==> config.mk <==
export PLATFORM = sky130hd
export DESIGN_NAME = single_port_lutram_arbiter_flat
export DESIGN_NICKNAME = d
export VERILOG_FILES = /design/src/rtl/single_port_lutram_arbiter_pkg.sv /design/src/rtl/single_port_lutram_arbiter_if.sv /design/src/rtl/single_port_lutram_arbiter_rr.sv /design/src/rtl/single_port_lutram_arbiter.sv /design/src/flat_wrapper.sv
export SDC_FILE = /design/constraint.sdc
export NUM_CORES = 1
export LEC_CHECK = 0
export CAP_MARGIN = 20
export CORE_AREA = 3 3 145 147
export CTS_CLUSTER_SIZE = 24
export DETAILED_ROUTE_END_ITERATION = 10
export DIE_AREA = 0 0 148 150
export GPL_TIMING_DRIVEN = 0
export PLACE_DENSITY = 0.46
export SLEW_MARGIN = 0
export SYNTH_ARGS = -nofsm -noshare
export SYNTH_HDL_FRONTEND = slang
export SYNTH_SLANG_ARGS = --single-unit
==> constraint.sdc <==
create_clock -name clk_in -period 1.9 [get_ports clk_in]
set_input_delay 0.38 -clock clk_in [delete_from_list [all_inputs] [get_ports clk_in]]
set_output_delay 0.38 -clock clk_in [all_outputs]
set_load 0.02 [all_outputs]
==> src/rtl/single_port_lutram_arbiter_pkg.sv <==
// Shared types and constants for the single-port LUTRAM arbiter.
// Optional init sweep is enabled with LUTRAM_INIT_SWEEP_EN.
package single_port_lutram_arbiter_pkg;

  localparam int BYTE_LEN_IN_BITS = 8;
  localparam int RESP_LATENCY     = 1;

  typedef enum logic {
    STATE_INIT  = 1'b0,
    STATE_SERVE = 1'b1
  } state_t;

  function automatic int idx_w(input int n);
    return (n > 1) ? $clog2(n) : 1;
  endfunction

endpackage

==> src/rtl/single_port_lutram_arbiter_if.sv <==
// Requester-side valid/ready bus for the LUTRAM arbiter.
// Requester i occupies slice i of every flattened field.
interface single_port_lutram_arbiter_if
  import single_port_lutram_arbiter_pkg::*;
#(
  parameter int NUM_REQUEST                = 2,
  parameter int SINGLE_ENTRY_WIDTH_IN_BITS = 64,
  parameter int SET_PTR_WIDTH_IN_BITS      = 6,
  parameter int WRITE_MASK_LEN             =
    SINGLE_ENTRY_WIDTH_IN_BITS / BYTE_LEN_IN_BITS
);
  localparam int N   = NUM_REQUEST;
  localparam int W   = SINGLE_ENTRY_WIDTH_IN_BITS;
  localparam int SPW = SET_PTR_WIDTH_IN_BITS;
  localparam int WML = WRITE_MASK_LEN;

  logic [N-1:0]     request_valid_in;
  logic [N-1:0]     request_ready_out;
  logic [N*WML-1:0] request_write_en_in;
  logic [N*SPW-1:0] request_set_addr_in;
  logic [N*W-1:0]   request_write_entry_in;
  logic [N-1:0]     response_valid_out;
  logic [W-1:0]     response_entry_out;

  modport master (
    output request_valid_in,
    output request_write_en_in,
    output request_set_addr_in,
    output request_write_entry_in,
    input  request_ready_out,
    input  response_valid_out,
    input  response_entry_out
  );

  modport slave (
    input  request_valid_in,
    input  request_write_en_in,
    input  request_set_addr_in,
    input  request_write_entry_in,
    output request_ready_out,
    output response_valid_out,
    output response_entry_out
  );

endinterface

==> src/rtl/single_port_lutram_arbiter_rr.sv <==
// Round-robin one-hot selector with its rotating pointer.
// Pointer moves past the winner on every grant and holds when idle.
module lutram_rr_arbiter
  import single_port_lutram_arbiter_pkg::*;
#(
  parameter int NUM_REQUEST = 2,
  parameter int IDX_W       = idx_w(NUM_REQUEST)
) (
  input  logic                   clk_in,
  input  logic                   reset_in,
  input  logic [NUM_REQUEST-1:0] i_req,
  output logic [NUM_REQUEST-1:0] o_grant,
  output logic [IDX_W-1:0]       o_idx
);

  logic [IDX_W-1:0] r_ptr;
  logic             w_found;

  always_comb begin
    o_grant = '0;
    o_idx   = r_ptr;
    w_found = 1'b0;
    for (int k = 0; k < NUM_REQUEST; k++) begin
      if (!w_found &&
          i_req[(int'(r_ptr) + k) % NUM_REQUEST]) begin
        w_found = 1'b1;
        o_idx   = IDX_W'((int'(r_ptr) + k) % NUM_REQUEST);
        o_grant[(int'(r_ptr) + k) % NUM_REQUEST] = 1'b1;
      end
    end
  end

  always_ff @(posedge clk_in or posedge reset_in) begin
    if (reset_in) begin
      r_ptr <= '0;
    end else if (w_found) begin
      r_ptr <= IDX_W'((int'(o_idx) + 1) % NUM_REQUEST);
    end
  end

endmodule

==> src/rtl/single_port_lutram_arbiter.sv <==
// Shares one single-port LUTRAM among NUM_REQUEST requesters.
// Define LUTRAM_INIT_SWEEP_EN to zero all sets after reset.
module single_port_lutram_arbiter
  import single_port_lutram_arbiter_pkg::*;
#(
  parameter int SINGLE_ENTRY_WIDTH_IN_BITS = 64,
  parameter int NUM_SET                    = 64,
  parameter int SET_PTR_WIDTH_IN_BITS      = $clog2(NUM_SET),
  parameter int WRITE_MASK_LEN             =
    SINGLE_ENTRY_WIDTH_IN_BITS / BYTE_LEN_IN_BITS,
  parameter int NUM_REQUEST                = 2
) (
  input  logic clk_in,
  input  logic reset_in,
  single_port_lutram_arbiter_if.slave req_if,
  output logic lutram_access_en_out,
  output logic [WRITE_MASK_LEN-1:0]
    lutram_write_en_out,
  output logic [SET_PTR_WIDTH_IN_BITS-1:0]
    lutram_set_addr_out,
  output logic [SINGLE_ENTRY_WIDTH_IN_BITS-1:0]
    lutram_write_entry_out,
  input  logic [SINGLE_ENTRY_WIDTH_IN_BITS-1:0]
    lutram_read_entry_in
);

  localparam int N   = NUM_REQUEST;
  localparam int W   = SINGLE_ENTRY_WIDTH_IN_BITS;
  localparam int SPW = SET_PTR_WIDTH_IN_BITS;
  localparam int WML = WRITE_MASK_LEN;
  localparam int IW  = idx_w(N);

  state_t           r_state;
  logic             w_init;
  logic             w_serve;
  logic [SPW-1:0]   w_sweep_addr;
  logic [N-1:0]     w_grant;
  logic [IW-1:0]    w_idx;
  logic             w_any;
  logic [WML-1:0]   w_mask;
  logic [SPW-1:0]   w_addr;
  logic [W-1:0]     w_data;
  logic [N-1:0]     w_rd_grant;
  logic [N-1:0]     r_tag [RESP_LATENCY];

`ifdef LUTRAM_INIT_SWEEP_EN
  logic [SPW-1:0] r_sweep;

  always_ff @(posedge clk_in or posedge reset_in) begin
    if (reset_in) begin
      r_state <= STATE_INIT;
      r_sweep <= '0;
    end else if (r_state == STATE_INIT) begin
      r_sweep <= r_sweep + 1'b1;
      if (r_sweep == SPW'(NUM_SET - 1)) begin
        r_state <= STATE_SERVE;
      end
    end
  end

  assign w_sweep_addr = r_sweep;
`else
  always_ff @(posedge clk_in or posedge reset_in) begin
    if (reset_in) begin
      r_state <= STATE_SERVE;
    end else begin
      r_state <= STATE_SERVE;
    end
  end

  assign w_sweep_addr = '0;
`endif

  // Gated by reset so every output reads 0 while reset is held.
  assign w_init  = (r_state == STATE_INIT) & ~reset_in;
  assign w_serve = (r_state == STATE_SERVE) & ~reset_in;

  lutram_rr_arbiter #(
    .NUM_REQUEST (N),
    .IDX_W       (IW)
  ) u_arb (
    .clk_in   (clk_in),
    .reset_in (reset_in),
    .i_req    (req_if.request_valid_in & {N{w_serve}}),
    .o_grant  (w_grant),
    .o_idx    (w_idx)
  );

  assign w_any  = |w_grant;
  assign w_mask = w_any ?
    req_if.request_write_en_in[w_idx*WML +: WML] : '0;
  assign w_addr = w_any ?
    req_if.request_set_addr_in[w_idx*SPW +: SPW] : '0;
  assign w_data = w_any ?
    req_if.request_write_entry_in[w_idx*W +: W] : '0;

  assign req_if.request_ready_out = w_grant;

  assign lutram_access_en_out   = w_any | w_init;
  assign lutram_write_en_out    = w_init ? '1 : w_mask;
  assign lutram_set_addr_out    = w_init ? w_sweep_addr : w_addr;
  assign lutram_write_entry_out = w_init ? '0 : w_data;

  assign w_rd_grant = w_grant & {N{~|w_mask}};

  always_ff @(posedge clk_in or posedge reset_in) begin
    if (reset_in) begin
      for (int i = 0; i < RESP_LATENCY; i++) begin
        r_tag[i] <= '0;
      end
    end else begin
      r_tag[0] <= w_rd_grant;
      for (int i = 1; i < RESP_LATENCY; i++) begin
        r_tag[i] <= r_tag[i-1];
      end
    end
  end

  assign req_if.response_valid_out = r_tag[RESP_LATENCY-1];
  assign req_if.response_entry_out =
    (|r_tag[RESP_LATENCY-1]) ? lutram_read_entry_in : '0;

endmodule

==> src/flat_wrapper.sv <==
// flat-port wrapper written by rule: the top's interface ports become plain ports
module single_port_lutram_arbiter_flat import single_port_lutram_arbiter_pkg::*;
#(
  parameter int SINGLE_ENTRY_WIDTH_IN_BITS = 64,
  parameter int NUM_SET                    = 64,
  parameter int SET_PTR_WIDTH_IN_BITS      = $clog2(NUM_SET),
  parameter int WRITE_MASK_LEN             =
    SINGLE_ENTRY_WIDTH_IN_BITS / BYTE_LEN_IN_BITS,
  parameter int NUM_REQUEST                = 2
)
  (clk_in, reset_in, lutram_access_en_out, lutram_write_en_out, lutram_set_addr_out, lutram_write_entry_out, lutram_read_entry_in, req_if_request_valid_in, req_if_request_write_en_in, req_if_request_set_addr_in, req_if_request_write_entry_in, req_if_request_ready_out, req_if_response_valid_out, req_if_response_entry_out);
  single_port_lutram_arbiter_if #(.NUM_REQUEST(NUM_REQUEST), .SINGLE_ENTRY_WIDTH_IN_BITS(SINGLE_ENTRY_WIDTH_IN_BITS), .SET_PTR_WIDTH_IN_BITS(SET_PTR_WIDTH_IN_BITS), .WRITE_MASK_LEN(WRITE_MASK_LEN)) req_if_i ();
  input  logic clk_in;
  input  logic reset_in;
  output logic lutram_access_en_out;
  output logic [WRITE_MASK_LEN-1:0] lutram_write_en_out;
  output logic [SET_PTR_WIDTH_IN_BITS-1:0] lutram_set_addr_out;
  output logic [SINGLE_ENTRY_WIDTH_IN_BITS-1:0] lutram_write_entry_out;
  input  logic [SINGLE_ENTRY_WIDTH_IN_BITS-1:0] lutram_read_entry_in;
  input wire logic [$bits(req_if_i.request_valid_in)-1:0] req_if_request_valid_in;
  input wire logic [$bits(req_if_i.request_write_en_in)-1:0] req_if_request_write_en_in;
  input wire logic [$bits(req_if_i.request_set_addr_in)-1:0] req_if_request_set_addr_in;
  input wire logic [$bits(req_if_i.request_write_entry_in)-1:0] req_if_request_write_entry_in;
  output wire logic [$bits(req_if_i.request_ready_out)-1:0] req_if_request_ready_out;
  output wire logic [$bits(req_if_i.response_valid_out)-1:0] req_if_response_valid_out;
  output wire logic [$bits(req_if_i.response_entry_out)-1:0] req_if_response_entry_out;
  assign req_if_i.request_valid_in = req_if_request_valid_in;
  assign req_if_i.request_write_en_in = req_if_request_write_en_in;
  assign req_if_i.request_set_addr_in = req_if_request_set_addr_in;
  assign req_if_i.request_write_entry_in = req_if_request_write_entry_in;
  assign req_if_request_ready_out = req_if_i.request_ready_out;
  assign req_if_response_valid_out = req_if_i.response_valid_out;
  assign req_if_response_entry_out = req_if_i.response_entry_out;
  single_port_lutram_arbiter #(.SINGLE_ENTRY_WIDTH_IN_BITS(SINGLE_ENTRY_WIDTH_IN_BITS), .NUM_SET(NUM_SET), .SET_PTR_WIDTH_IN_BITS(SET_PTR_WIDTH_IN_BITS), .WRITE_MASK_LEN(WRITE_MASK_LEN), .NUM_REQUEST(NUM_REQUEST)) u_core (.clk_in(clk_in), .reset_in(reset_in), .req_if(req_if_i), .lutram_access_en_out(lutram_access_en_out), .lutram_write_en_out(lutram_write_en_out), .lutram_set_addr_out(lutram_set_addr_out), .lutram_write_entry_out(lutram_write_entry_out), .lutram_read_entry_in(lutram_read_entry_in));
endmodule
**Word-level counts from Yosys, hierarchy flattened**

Cells that the tools add are included.
Widths: inputs -> output; s select.

- Logic and storage cells: 43
- Output and inout port bits: 147
- Bits of input ports: 224
- Register bits after elaboration: 3

- Muxes and demuxes: 18
- Reduce and logical (&&, ||, !) cells: 8
- Magnitude comparators: 4
- Bitwise gates (word level): 5
- Shift-type cells: 3
- Multiply operators: 1
- Add/subtract/negate cells: 2

Operators by type and width:

| cell | count |
|---|---|
| $mux 64 | 2 |
| $shiftx 128x8->64 | 1 |
| $shiftx 16x5->8 | 1 |
| $shiftx 12x5->6 | 1 |
| $mux 1 | 10 |
| $mux 8 | 1 |
| $reduce_or 8->1 | 1 |
| $mux 6 | 1 |
| $and 2x2->2 | 2 |
| $mux 2 | 2 |
| $reduce_or 2->1 | 2 |
| $logic_and 1x1->1 | 3 |
| $lt 2x3->1 const B | 1 |
| $mul 1x2->3 const B | 1 |
| $add 1x1->1 const B | 2 |
| $demux 1 s1 | 2 |
| $ge 2x1->1 const B | 1 |
| $logic_not 1->1 | 2 |
| $lt 1x2->1 const B | 1 |
| $or 2x2->2 | 1 |
| $and 1x1->1 const A | 1 |
| $ge 1x1->1 const B | 1 |
| $not 1->1 | 1 |

**Logic depth before layout (Yosys ltp)**

Gate-level depths: netlist of the first run.

- Word-level depth: 13
- Mapped depth: 7
- Depth with buffers taken out: 4

**Hierarchy**

From an unflattened synthesis of the first run, not the netlist that was laid out.

- Cells, all modules: 266
- Area total of the unflattened synthesis: 1,824.2 µm²

By module, submodules not included:

| module | instances | area an instance (µm²) | cells an instance | sequential area each (µm²) |
|---|---|---|---|---|
| single_port_lutram_arbiter | 1 | 1,754.2 | 257 | 50.0 |
| lutram_rr_arbiter | 1 | 70.1 | 9 | 25.0 |

**Worst setup path before layout of the first run**

OpenSTA, ideal clock, no wires.

- Path type: input to output
- Start point: input port reset_in
- End point: output port lutram_write_entry_out[42]
- Buffers on the path: 3
- Data arrival time: 1.577 ns
- Setup slack: -0.057 ns
- Stages on the path: 7
- Data required time: 1.520 ns
- Path through: buf_4 o21ai_1 and2_1 clkbuf_2 buf_2 o21ai_0 a21oi_1

- Longest elaborated chain between the ends: 10
- Elaborated cells between the ends (all ways): 17
- Those cells by class: shift (1); mux (10); bitwise (3); reduce/logical (3)

RTL lines:

| item | RTL line | RTL |
|---|---|---|
| start: declaration | flat_wrapper.sv:14 | `input logic reset_in;` |
| $not 1->1 (*) | -- |  |
| $and 2x2->2 (*) | single_port_lutram_arbiter.sv:84 | `.i_req (req_if.request_valid_in & {N{w_serve}}),` |
| $mux 1 (not written as such) (2 in series) | single_port_lutram_arbiter_rr.sv:25 | `i_req[(int'(r_ptr) + k) % NUM_REQUEST]) begin` |
| $mux 1 | single_port_lutram_arbiter_rr.sv:24 | `if (!w_found &&` |
| $logic_not 1->1 | single_port_lutram_arbiter_rr.sv:24 |  |
| $logic_and 1x1->1 | single_port_lutram_arbiter_rr.sv:24 |  |
| $mux 1 or $mux 2 (tied branches) | single_port_lutram_arbiter_rr.sv:24 |  |
| $shiftx 128x8->64 or $reduce_or 2->1 (tied branches) | single_port_lutram_arbiter.sv:95, single_port_lutram_arbiter.sv:89 |  |
| $mux 64 (*) | single_port_lutram_arbiter.sv:94 | `assign w_data = w_any ?` |
| end: declaration | flat_wrapper.sv:18 | `output logic [SINGLE_ENTRY_WIDTH_IN_BITS-1:0] lutram_write_entry_out;` |

Every way passes the cells marked *; elsewhere a longest branch is shown, timed or not. The select of a mux whose other input is x is not followed.

**Worst setup path in the final report of the first run**

- Start point: register u_core.u_arb.r_ptr
- End point: output port lutram_write_entry_out[38]

- Longest elaborated chain between the ends: 10
- Elaborated cells between the ends (all ways): 27
- Those cells by class: add/sub (1); order compare (4); shift (1); mux (14); bitwise (2); reduce/logical (5)

RTL lines:

| item | RTL line | RTL |
|---|---|---|
| start: declaration | single_port_lutram_arbiter_rr.sv:16 | `logic [IDX_W-1:0] r_ptr;` |
| start signal: assignment | single_port_lutram_arbiter_rr.sv:37 | `r_ptr <= IDX_W'((int'(o_idx) + 1) % NUM_REQUEST);` |
| branches (longest 9 deep; another with $add 1x1->1) | -- |  |
| $mux 64 (*) | single_port_lutram_arbiter.sv:94 |  |

Mark *: on every way between the ends. The select of a mux whose other input is x is not followed.

==> results of run 1 <==
cell usage after synthesis:
cell	instances
nor2b_1	77
a21oi_1	71
nand3_1	70
o21ai_0	50
clkbuf_1	26
o21ai_1	23
buf_2	13
a32oi_1	8
inv_1	8
clkbuf_2	6
dfrtp_1	3
nand2_1	3
nand2b_1	3
nor2_1	3
o2111ai_1	2
a21boi_2	1
and2_1	1
buf_4	1
clkbuf_4	1
inv_2	1
nor3_1	1
nor4b_2	1
where the power goes:
group	total, W	switching [W]	leakage, nW	internal (W)
combinational	0.00315	0.00149	3.10	0.00166
sequential	0.0000777	0.00000617	0.0354	0.0000715
clock	0.000337	0.0000597	0.0382	0.000277
stage by stage:
stage	TNS, ns	utilization (%)	instance area, um^2	hold WS [ns]
4_1_cts	-18.37	38.37	7689	0.07356
3_3_place_gp	-157.35	31.62	6337	0.5722
2_1_floorplan	-0.05406	-	2296	0.1302
5_1_grt	-18.71	39.11	7838	0.09322
3_5_place_dp	-161.46	31.62	6337	0.5799
6_report	-15.07	39.11	7838	0.08150
metal layers:
layer | share of wire [%] | routed length, um | vias up | GRT usage (%)
met4 | 2.4 | 527 | 0 | 4.018
met2 | 53 | 11680 | 239 | 34.89
met1 | 37 | 8234 | 2225 | 19.80
met5 | 0 | 0 | - | 0
met3 | 7.4 | 1634 | 22 | 4.391
li1 | - | - | 2159 | -
timing repair:
| action | CTS | global route |
|---|---|---|
| endpoints found under the setup margin | 147 | 116 |
| hold buffers | 0 | 0 |
| gates resized for setup | 781 | 87 |
| gates cloned | 17 | 2 |
| pin swaps | 86 | 34 |
| hold endpoints to repair | 0 | 0 |
| setup buffers | 17 | 7 |
state kept, by name, summed over array words and instances (netlist names):
signal / flops
u_core.req_if.response_valid_out: 2
u_core.u_arb.r_ptr: 1
worst max path at each step:
stage / start / endpoint / slack [ns] / depth (start not counted)
after floorplan: reset_in / lutram_write_entry_out[62] / -0.03 / 7
after global placement: req_if_request_valid_in[1] / lutram_write_entry_out[47] / -1.84 / 6
after detailed placement: req_if_request_valid_in[1] / lutram_write_entry_out[47] / -1.86 / 6
after CTS: u_core.u_arb.r_ptr / lutram_write_entry_out[34] / -0.32 / 9
after global routing: u_core.u_arb.r_ptr / lutram_write_entry_out[38] / -0.32 / 9
final: u_core.u_arb.r_ptr / lutram_write_entry_out[38] / -0.28 / 9
worst max-delay path, stage by stage (launching register included):
cell       delay [ns]
dfrtp_2          0.39
buf_6            0.13
o21ai_4          0.07
and2_4           0.20
clkbuf_16        0.18
buf_12           0.12
buf_12           0.12
o21ai_4          0.07
a21oi_2          0.15
buf_6            0.13
final cells by class:
class	count	share of cell area [%]
Timing Repair Buffer	407	53.48
Multi-Input combinational cell	315	31.80
Buffer	45	7.902
Tap cell	270	4.310
Sequential cell	3	1.006
Clock buffer	4	1.006
Inverter	9	0.4310
Antenna cell	2	0.06386
logic make-up (layout without fill, tap and decap cells):
| group | count (synthesis) | after routing | synth area share [%] |
|---|---|---|---|
| other | 0 | 2 | 0 |
| DFF | 3 | 3 | 3.688 |
| AOI/OAI and AO/OA | 155 | 155 | 40.26 |
| buffers and inverters | 56 | 465 | 11.86 |
| and+or+nand+nor | 159 | 160 | 44.19 |
==> impl_metrics.json, run 1 <==
{
  "dr.first_iter.drc_count": 107,
  "grt_antenna_before_repair": 2,
  "yosysTopAreaCell": "nor2b_1",
  "rsz0062_at_grt": "true",
  "ir_worst_vdd_uv": 213.0,
  "grt_max_degree": 11,
  "r2r_slack_ns": 0.12,
  "path_clk_slew_ns": 0.03,
  "fin_crit_sh_pct": 114.8,
  "path_max_fanout": 8,
  "io_buffers": 370,
  "worst_setup_path_end_kind": "output pin",
  "cp_data_required_time_ns": 1.52,
  "period_minus_slack_ns": 2.180,
  "path_class": "reg -> out",
  "yosys.area.top_type_share_pct": 23.66,
  "synth_warnings": 0,
  "slew_headroom_pct": 75.61,
  "hpwl_um": 16780,
  "clockBufferDepth": 2,
  "run_status": "finished with violations",
  "fin_skew_ns": 0.001693,
  "wl_um": 22080,
  "synth.area.top_cells": "nor2b_1 24%, a21oi_1 17%, nand3_1 17%",
  "hold_class": "in -> async",
  "globalRouteOverflowTotal": 0,
  "synth_seq_cells": 3,
  "clkLatencyLatePin_ns": 0.22,
  "fmaxAchievable_ghz": 0.4586,
  "htreeDepth": 1,
  "synth_seq_area_share_pct": 3.688,
  "maxCapViolCount": 0,
  "final_common_cell": "clkdlybuf4s50_1",
  "synthDistinctLibCells": 22,
  "syn_area_per_cell_um2": 5.458,
  "dieArea_mm2": 0.02220,
  "nets": 1008,
  "drive_gt1_share_pct": 44.44,
  "violations": "negative setup slack",
  "synth_nets": 597,
  "seq_area_um2": 78.83,
  "grt_pass1_vias": 4850,
  "area_delta_synth_final_pct": 285.0,
  "cts_tree": "built",
  "die_h_um": 150,
  "mostFrequentLayoutCells": "222 x clkdlybuf4s50_1, 75 x nor2b_1, 71 x buf_6",
  "power-per-cell-area_mw_per_mm2": 454.5,
  "routedWlPerCell_um": 20.93,
  "cts_made_buffers": 3,
  "grt_usage_pct": 18.05,
  "multi_input_area_mm2": 0.002492,
  "synthCells": 373,
  "die_x_um": 148,
  "remaining_drc_errors": 0,
  "finalPower_w": 0.003562,
  "cp-start-kind": "flop",
  "firstDrtPassIters": 4,
  "cp.arrival_ns": 1.80,
  "netlist_area_mm2": 0.002036,
  "cts-root-buf": "clkbuf_16",
  "via_count": 4645,
  "dp_slack_ns": -1.862,
  "p_leak_nw": 3.177,
  "initial_utilization_pct": 10.16,
  "setup_slack_ns": -0.2804,
  "gp_congestion": 0.8317,
  "finalSetupViolations": 74,
  "pin_count": 371,
  "vias_per_cell": 4.403,
  "stdcell_count": 1055,
  "drtAntennaViolNets": 0,
  "placed_cells": 1013,
  "fp-row-count": 52,
  "r2r_end": "u_core.req_if.response_valid_out[0]",
  "worst_slew_pin_slew_ns": 0.3654,
  "grt_first_pass_wirelength_um": 30750,
  "clock-sinks": 3,
  "reg2regPathDepth": 8,
  "nFillCells": 2122,
  "drv_slew": 0,
  "reg2reg_from": "u_core.u_arb.r_ptr",
  "hold_violations": 0,
  "core_mm2": 0.02004
}
Note: power is estimated with default switching activity, not from simulation.
==> run 2: changes to the inputs <==
--- a/config.mk
+++ b/config.mk
@@ -7,6 +7,7 @@
 export LEC_CHECK = 0
 export CAP_MARGIN = 20
 export CORE_AREA = 3 3 145 147
+export CTS_BUF_LIST = sky130_fd_sc_hd__clkbuf_4
 export CTS_CLUSTER_SIZE = 24
 export DETAILED_ROUTE_END_ITERATION = 10
 export DIE_AREA = 0 0 148 150
==> run 2 against run 1 <==
  * The run still ends with negative setup slack left
  * Via count is 0.52% lower
  * Final cell count is 0.76% higher
  * Sequential share of layout area about the same
  * Non-clock buffer count increased by 9
  * Clock-buffer cell count is the same
  * Design area decreased by 0.75%
  * Flip-flop and latch count stayed put
  * Critical endpoint is now lutram_set_addr_out[1]
  * Largest power group unchanged
==> impl_metrics.json, run 2 (synthesis results as in run 1) <==
{
  "hold_violations": 0,
  "fin_skew_ns": 0.004576,
  "fmaxAchievable_ghz": 0.4568,
  "largest_reg_flops": 2,
  "grt_antenna_before_repair": 1,
  "fp-row-count": 52,
  "wl_um": 22170,
  "cts_hold_buf": 0,
  "drv_slew": 0,
  "maxCapViolCount": 0,
  "io_buffers": 370,
  "reg2regPathDepth": 9,
  "period_minus_slack_ns": 2.189,
  "grt_usage_pct": 18.11,
  "cp-start-kind": "flop",
  "grt_pass1_vias": 4862,
  "ir_worst_vdd_uv": 213.4,
  "grt_max_degree": 11,
  "dr.first_iter.drc_count": 133,
  "worst_setup_path_end_kind": "output pin",
  "cp_slowest_cell": "dfrtp_2",
  "power-per-cell-area_mw_per_mm2": 433.5,
  "hold_class": "in -> async",
  "drtAntennaViolNets": 0,
  "r2r_slack_ns": 0.04,
  "globalRouteOverflowTotal": 0,
  "gp_congestion": 0.8317,
  "finalSetupViolations": 79,
  "slew_headroom_pct": 75.66,
  "core_mm2": 0.02004,
  "grt_first_pass_wirelength_um": 30860,
  "clock-sinks": 3,
  "final_common_cell": "clkdlybuf4s50_1",
  "cp.arrival_ns": 1.81,
  "fin_crit_sh_pct": 115.2,
  "clkLatencyLatePin_ns": 0.24,
  "nFillCells": 2116,
  "path_max_fanout": 8,
  "dieArea_mm2": 0.02220,
  "firstDrtPassIters": 4,
  "cts-root-buf": "clkbuf_4",
  "drive_gt1_share_pct": 47.98,
  "path_class": "reg -> out",
  "r2r_end": "u_core.req_if.response_valid_out[0]",
  "cts_made_buffers": 3,
  "run_status": "finished with violations",
  "die_h_um": 150,
  "nets": 1017,
  "rsz0062_at_grt": "true",
  "reg2reg_from": "u_core.u_arb.r_ptr",
  "pin_count": 371,
  "remaining_drc_errors": 0,
  "vias_per_cell": 4.347,
  "final_util_pct": 38.82,
  "worst_slew_pin_slew_ns": 0.3647,
  "clockBufferDepth": 2,
  "cp_data_required_time_ns": 1.52,
  "via_count": 4621,
  "hpwl_um": 16780,
  "htreeDepth": 1,
  "setup_slack_ns": -0.2890,
  "crit_path_cell_trace": "buf_6 -> o21ai_4 -> and2_4 -> clkbuf_16 -> buf_4 -> clkbuf_16 -> o21ai_2 -> a21oi_2 -> buf_6",
  "initial_utilization_pct": 10.16,
  "area_delta_synth_final_pct": 282.1,
  "violations": "negative setup slack",
  "mostFrequentLayoutCells": "222 x clkdlybuf4s50_1, 75 x nor2b_1, 71 x buf_6",
  "cts_tree": "built",
  "whs_ns": 0.07443,
  "routedWlPerCell_um": 20.86,
  "cpPeakStageDelay_ns": 0.39,
  "die_x_um": 148,
  "path_clk_slew_ns": 0.04,
  "p_leak_nw": 3.171
}
[run 2: changes by cell type in the layout (fill, tap and decap cells not counted), sizes merged]
cell	before	now
dlygate4sd2	52	15
clkbuf	39	65
clkdlybuf4s15	9	15
buf	132	141
diode	2	1
bufbuf	2	1
dlymetal6s2s	0	6
[run 2: metrics by stage]
step                      setup slack [ns]  cells  TNS [ns]  cell area, um^2  total power (W)
after floorplan                   -0.03480    373  -0.05406             2296         0.001128
after global placement              -1.838   1013   -157.35             6337         0.002278
after detailed placement            -1.862   1013   -161.46             6337         0.002294
after CTS                          -0.3642   1052    -21.34             7627         0.003285
after global routing               -0.3460   1063    -22.13             7779         0.003556
final                              -0.2890   1063    -17.40             7779         0.003372
[run 2: worst max-delay path, delay by kind of cell (launching register included)]
family	cells	cell delay [ns]
buf+inv	5	0.69
flops	1	0.39
compound gates	3	0.26
simple gates	1	0.20
[run 2: timing repair]
| item | in CTS | in global routing |
|---|---|---|
| pin swaps | 80 | 26 |
| endpoints found under the hold margin | 0 | 0 |
| setup endpoints to repair | 147 | 135 |
| gates cloned | 17 | 3 |
| resized for setup | 774 | 157 |
| buffers inserted | 18 | 15 |
[run 2: worst max-delay path by stage]
| stage | from | endpoint | slack (ns) |
|---|---|---|---|
| floorplan | reset_in | lutram_write_entry_out[62] | -0.03 |
| global placement | req_if_request_valid_in[1] | lutram_write_entry_out[47] | -1.84 |
| detailed placement | req_if_request_valid_in[1] | lutram_write_entry_out[47] | -1.86 |
| CTS | u_core.u_arb.r_ptr | lutram_write_entry_out[47] | -0.36 |
| global route | u_core.u_arb.r_ptr | lutram_write_entry_out[25] | -0.35 |
| finish | u_core.u_arb.r_ptr | lutram_set_addr_out[1] | -0.29 |
[run 2: layout make-up]
class | instances | area (um^2) | share of cell area, %
inverter | 9 | 33.78 | 0.4343
tap | 270 | 337.8 | 4.343
sequential | 3 | 78.83 | 1.013
multi-input combinational | 315 | 2475 | 31.82
timing repair buffer | 416 | 4208 | 54.09
buffer | 45 | 613.1 | 7.882
clock buffer | 4 | 30.03 | 0.3860
antenna | 1 | 2.502 | 0.03217
[run 2: per-layer routing]
layer | vias up | wire, um | GRT usage (%) | share of wire, %
met3 | 30 | 1721 | 4.573 | 7.8
met1 | 2165 | 8097 | 19.73 | 37
met2 | 252 | 11790 | 35.01 | 53
met5 | - | 0 | 0 | 0
li1 | 2174 | - | - | -
met4 | 0 | 563 | 4.111 | 2.5
[run 2: report_power, final]
| group | internal [W] | switching [W] | total (W) |
|---|---|---|---|
| registers | 0.0000714 | 0.00000636 | 0.0000778 |
| logic | 0.00167 | 0.00149 | 0.00316 |
| clock network | 0.0000931 | 0.0000366 | 0.000130 |
| total | 0.00184 | 0.00154 | 0.00337 |
